`config.mk`:
```
export PLATFORM = sky130hd
export DESIGN_NAME = if_ctrl
export DESIGN_NICKNAME = d
export VERILOG_FILES = /design/src/rtl/if_ctrl.sv
export SDC_FILE = /design/constraint.sdc
export NUM_CORES = 1
export LEC_CHECK = 0
export BUFFER_PORTS_ARGS = -buffer_cell sky130_fd_sc_hd__buf_4
export CORE_MARGIN = 3
export CORE_UTILIZATION = 30
export CTS_BUF_LIST = sky130_fd_sc_hd__clkbuf_8
export CTS_CLUSTER_DIAMETER = 200
export DETAILED_ROUTE_END_ITERATION = 6
export GPL_ROUTABILITY_DRIVEN = 0
export PLACE_DENSITY = 0.52
export SLEW_MARGIN = 20
export SYNTH_ARGS = -nofsm -noshare
export SYNTH_HDL_FRONTEND = slang
export SYNTH_SLANG_ARGS = --single-unit
export TNS_END_PERCENT = 10
```
`constraint.sdc`:
```
create_clock -name CLK -period 3.7 [get_ports CLK]
set_input_delay 0 -clock CLK [delete_from_list [all_inputs] [get_ports CLK]]
set_output_delay 0 -clock CLK [all_outputs]
set_load 0.1 [all_outputs]
```
`src/rtl/if_ctrl.sv`:
```
// Instruction-fetch stage sequencer: loads instruction memory, runs
// sequential fetch with stall and branch-redirect handling, halts on the
// HALT opcode, dumps memory on request and gates host writes to memory.
// Every output is registered; the next-cycle value is built in one
// combinational block and captured together with the state.
module if_ctrl #(
  parameter int          LOAD_CYCLES   = 4,
  parameter int          DUMP_CYCLES   = 4,
  parameter int          BUBBLE_CYCLES = 1,
  parameter logic [5:0]  HALT_OPCODE   = 6'b111111
) (
  input  logic        CLK,
  input  logic        RST_N,
  input  logic        start,
  input  logic        stall,
  input  logic        branch_req,
  input  logic        dump_req,
  input  logic        host_we,
  input  logic [31:0] instruction,
  output logic        S_MXPC,
  output logic        W_PC,
  output logic        read_file,
  output logic        write_file,
  output logic        WE,
  output logic        fetch_valid,
  output logic        halted,
  output logic [15:0] fetch_count
);

  typedef enum logic [2:0] {
    ST_IDLE     = 3'd0,
    ST_LOAD     = 3'd1,
    ST_RUN      = 3'd2,
    ST_REDIRECT = 3'd3,
    ST_HALT     = 3'd4,
    ST_DUMP     = 3'd5
  } state_t;

  // Shared down-counter preloads: LOAD/DUMP count the remaining strobe
  // cycles after the first, REDIRECT counts the bubbles after the strobe.
  localparam logic [7:0] LOAD_INIT   = 8'(LOAD_CYCLES - 1);
  localparam logic [7:0] DUMP_INIT   = 8'(DUMP_CYCLES - 1);
  localparam logic [7:0] BUBBLE_INIT = 8'(BUBBLE_CYCLES);

  state_t      state_r;
  state_t      state_s;
  logic [7:0]  cnt_r;
  logic [7:0]  cnt_s;
  logic        s_mxpc_s;
  logic        w_pc_s;
  logic        read_file_s;
  logic        write_file_s;
  logic        we_s;
  logic        fetch_valid_s;
  logic        halted_s;
  logic [15:0] fetch_count_s;
  logic        halt_hit_s;
  logic        unused_instr_s;

  assign halt_hit_s     = (instruction[31:26] == HALT_OPCODE);
  // Only the opcode field matters to the sequencer.
  assign unused_instr_s = ^instruction[25:0];

  // Next-state and next-output decode; everything defaults to idle/zero.
  always_comb begin
    state_s       = state_r;
    cnt_s         = cnt_r;
    s_mxpc_s      = 1'b0;
    w_pc_s        = 1'b0;
    read_file_s   = 1'b0;
    write_file_s  = 1'b0;
    we_s          = 1'b0;
    fetch_valid_s = 1'b0;
    halted_s      = 1'b0;
    fetch_count_s = fetch_count;
    case (state_r)
      ST_IDLE: begin
        if (start) begin
          state_s       = ST_LOAD;
          cnt_s         = LOAD_INIT;
          read_file_s   = 1'b1;
          fetch_count_s = 16'd0;
        end else begin
          we_s = host_we;
        end
      end
      ST_LOAD: begin
        // Control inputs are deliberately ignored while memory loads.
        if (cnt_r == 8'd0) begin
          state_s       = ST_RUN;
          w_pc_s        = 1'b1;
          fetch_valid_s = 1'b1;
          fetch_count_s = fetch_count + 16'd1;
        end else begin
          read_file_s = 1'b1;
          cnt_s       = cnt_r - 8'd1;
        end
      end
      ST_RUN: begin
        if (branch_req) begin
          // Branch flushes the current word, including a HALT opcode.
          state_s  = ST_REDIRECT;
          cnt_s    = BUBBLE_INIT;
          s_mxpc_s = 1'b1;
          w_pc_s   = 1'b1;
        end else if (stall) begin
          fetch_valid_s = 1'b1;
        end else if (halt_hit_s) begin
          state_s  = ST_HALT;
          halted_s = 1'b1;
        end else begin
          w_pc_s        = 1'b1;
          fetch_valid_s = 1'b1;
          fetch_count_s = fetch_count + 16'd1;
        end
      end
      ST_REDIRECT: begin
        if (branch_req) begin
          cnt_s    = BUBBLE_INIT;
          s_mxpc_s = 1'b1;
          w_pc_s   = 1'b1;
        end else if (cnt_r != 8'd0) begin
          cnt_s = cnt_r - 8'd1;
        end else begin
          state_s       = ST_RUN;
          w_pc_s        = 1'b1;
          fetch_valid_s = 1'b1;
          fetch_count_s = fetch_count + 16'd1;
        end
      end
      ST_HALT: begin
        if (dump_req) begin
          // Dump takes precedence; a coincident start is dropped.
          state_s      = ST_DUMP;
          cnt_s        = DUMP_INIT;
          write_file_s = 1'b1;
        end else if (start) begin
          state_s       = ST_LOAD;
          cnt_s         = LOAD_INIT;
          read_file_s   = 1'b1;
          fetch_count_s = 16'd0;
        end else begin
          halted_s = 1'b1;
          we_s     = host_we;
        end
      end
      ST_DUMP: begin
        if (cnt_r != 8'd0) begin
          write_file_s = 1'b1;
          cnt_s        = cnt_r - 8'd1;
        end else begin
          state_s = ST_IDLE;
        end
      end
      default: begin
        state_s = ST_IDLE;
        cnt_s   = 8'd0;
      end
    endcase
  end

  // State, counters and registered outputs.
  always_ff @(posedge CLK or negedge RST_N) begin
    if (!RST_N) begin
      state_r     <= ST_IDLE;
      cnt_r       <= 8'd0;
      S_MXPC      <= 1'b0;
      W_PC        <= 1'b0;
      read_file   <= 1'b0;
      write_file  <= 1'b0;
      WE          <= 1'b0;
      fetch_valid <= 1'b0;
      halted      <= 1'b0;
      fetch_count <= 16'd0;
    end else begin
      state_r     <= state_s;
      cnt_r       <= cnt_s;
      S_MXPC      <= s_mxpc_s;
      W_PC        <= w_pc_s;
      read_file   <= read_file_s;
      write_file  <= write_file_s;
      WE          <= we_s;
      fetch_valid <= fetch_valid_s;
      halted      <= halted_s;
      fetch_count <= fetch_count_s;
    end
  end

endmodule
```
==> results.cfg <==
[status]
status = completed

[synthesis]
yosysWarnings = 0
synth_top_family_by_area = simple AND/OR/NAND/NOR gates
synth_area_um2 = 1950
synth_compound_area_share_pct = 21.7
synth_area_per_cell_um2 = 8.49
async_reset_ff_share_pct = 100
synthAdderAreaFrac_pct = 1.92
synth_cells = 230
synth_edf_count = 0
ys_ff_latch = 34
syn_nets = 272
synth-seq-area-share_pct = 43.6
netlist.area_leader.share_pct = 43.6
synth_cell_types = 45
yosys.area_share.simple_pct = 27.4
ys.flop_type = dfrtp_1
synth_top_cell_by_area = dfrtp_1
synthMuxAreaShare_pct = 1.03
synth.area.top_cells = dfrtp_1 (44%), o21ai_0 (7.4%), nand2_1 (5.2%), a21oi_1 (4.4%), nor2_1 (3.8%)
synth_xor_area_share_pct = 0.449

[setup_path]
critPathMaxStageDelay_ns = 0.76
crit_fanout = 31
endpoint_kind = flop
path_cells = or3b_2 -> o211a_1 -> a211o_1 -> or4_1 -> a21oi_1
crit_slowest_cell = dfrtp_1
crit_required_ns = 3.91
cp-start-kind = flop
path_delay_family = simple AND/OR/NAND/NOR gates
setup.worst_path.class = flop to flop
crit_buf_inv = 0
cp_data_arrival_time_ns = 2.96

[sta]
final.setup.tns_ns = 0
setup_viol = 0
fmax_ghz = 0.363
maxSlewHeadroom_pct = 44.1
worst_pin_slew_ns = 0.835
fin_skew_ns = 0.00670
fin_crit_sh_pct = 74.5
rsz0062_at_grt = no
whs_ns = 0.0451
hold_viol = 0
fin_crit_ns = 2.75
drv_slew = 0

[clock_tree]
cts_made_buffers = 5
root_buffer = clkbuf_8
tritoncts = yes
clk_path_buf_depth = 2
clk_pin_slew_ns = 0.07
cts_sinks = 34
clk_latency_ns = 0.28
cts_max_level = 2

[final_layout]
finish.net_count = 305
final_cell_mix = buf_4 (36), dfrtp_1 (34), o21ai_0 (29)
drive_above_1_share_pct = 18.6
diodes = 0
instances_no_fill = 339
final_cell_area_um2 = 2380
final_common_cell = buf_4
area_delta_synth_final_pct = 22.1

[global_route]
grt_pass1_vias = 1777
grt_overflow = 0
grt_pass1_wl_um = 8360
grt_start_max_net_pins = 35
track_usage_pct = 13.9
antenna_found_initial = 0

[place]
dp_cells = 328
portBuffers = 35
dpl-instance-area_um2 = 2260
dp_hpwl_um = 3350

[floorplan]
core_region_area_um2 = 6100
rows = 28
start_util_pct = 32.0
io_pins = 62
die_area_um2 = 7510
die_w_um = 86.7
fp.dieH_um = 86.7

[pwr]
share_comb_of_total_power_pct = 52.5
p_clk_share_pct = 15.6
leakage_nw = 1.03
power.density_nw_per_um2 = 781
switchingPower_mw = 0.994
vdd_drop_max_mv = 0.396
p_int_mw = 0.868
seqPwrFrac_pct = 31.9
power_mw = 1.86
p_sw_share_pct = 53.4

[worst_hold_path]
hp-class = primary input to flop

[routing]
drtIter0Drc = 69
drt_wl_total_um = 4870
ant_nets = 0
num_vias = 1841
drt_first_pass_iters = 4
drc = 0
vias_per_cell = 5.43
wl_per_cell_um = 14.4

[flow_run]
maxCapViolCount = 0
worst min-delay path, stage by stage:
cell    delay, ns
buf_4        0.11
nor2_1       0.06
nor2_1       0.10
per-stage QoR:
| step | utilization, % | worst slack [ns] |
|---|---|---|
| 2_1_floorplan | - | 1.43 |
| 3_3_place_gp | 37.0 | 0.979 |
| 3_5_place_dp | 37.0 | 0.966 |
| 4_1_cts | 39.1 | 0.941 |
| 5_1_grt | 39.1 | 0.727 |
| 6_report | 39.1 | 0.945 |
sequential cells by signal, indices dropped and copies added, names as in the netlist:
| signal | flops |
|---|---|
| W_PC | 1 |
| write_file | 1 |
| S_MXPC | 1 |
| cnt_r | 8 |
| halted | 1 |
| state_r | 3 |
| WE | 1 |
| read_file | 1 |
| fetch_valid | 1 |
| fetch_count | 16 |
cells by family after synthesis:
kind of cell,after synthesis
simple gates,101
compound gates,71
flops,34
buf+inv,18
fa+ha+maj,3
mux,2
xor+xnor,1
cells in the mapped netlist (3+ instances only):
library cell,count
nor2b_1,3
or4_1,7
inv_1,5
nand2_1,27
and3_1,5
dfrtp_1,34
nor3_1,4
nand3_1,6
ha_1,3
and2_1,3
a21oi_1,17
nor2_1,20
a21o_1,3
o31ai_1,6
or3_1,10
o21ai_0,29
clkbuf_1,10
repair_timing:
item | in CTS | in global routing
setup buffers | 0 | 0
setup endpoints to repair | 0 | 0
hold buffers | 3 | 0
gates resized for setup | 0 | 0
hold endpoints to repair | 36 | 0
power by group through the flow:
stage          Clock, mW  Combinational (mW)  Sequential (mW)
6_report           0.291               0.977            0.594
5_1_grt            0.322                1.06            0.617
4_1_cts            0.304               0.982            0.595
3_5_place_dp           0               0.978            0.600
3_3_place_gp           0               0.972            0.600
2_1_floorplan          0               0.392            0.970
path summary, 6_finish.rpt:
path	start	endpoint	slack [ns]	cells past startpoint
max	state_r[1]	fetch_count[8]	0.95	5
min	dump_req	write_file	0.05	3
min in group asynchronous	RST_N	fetch_count[13]	0.21	2
min reg2reg	cnt_r[7]	cnt_r[7]	0.52	1
max in group asynchronous	RST_N	state_r[0]	3.17	2
max reg2reg	state_r[1]	fetch_count[8]	0.95	5
final cells by class:
| cell class | count | area [um2] |
|---|---|---|
| well taps | 75 | 93.8 |
| multi-input cells | 178 | 1020 |
| flip-flops and latches | 34 | 851 |
| inverters | 5 | 18.8 |
| clock buffers | 6 | 82.6 |
| fillers | 631 | 3710 |
| clock inverters | 2 | 12.5 |
| repair buffers | 39 | 300 |
metal layers:
metal  global-route usage, %  share of wire [%]
met5                       0                  0
met4                    5.10               0.43
met3                    3.14                5.2
met2                    22.4                 46
met1                    18.2                 48
(Power assumes the default switching activity.)
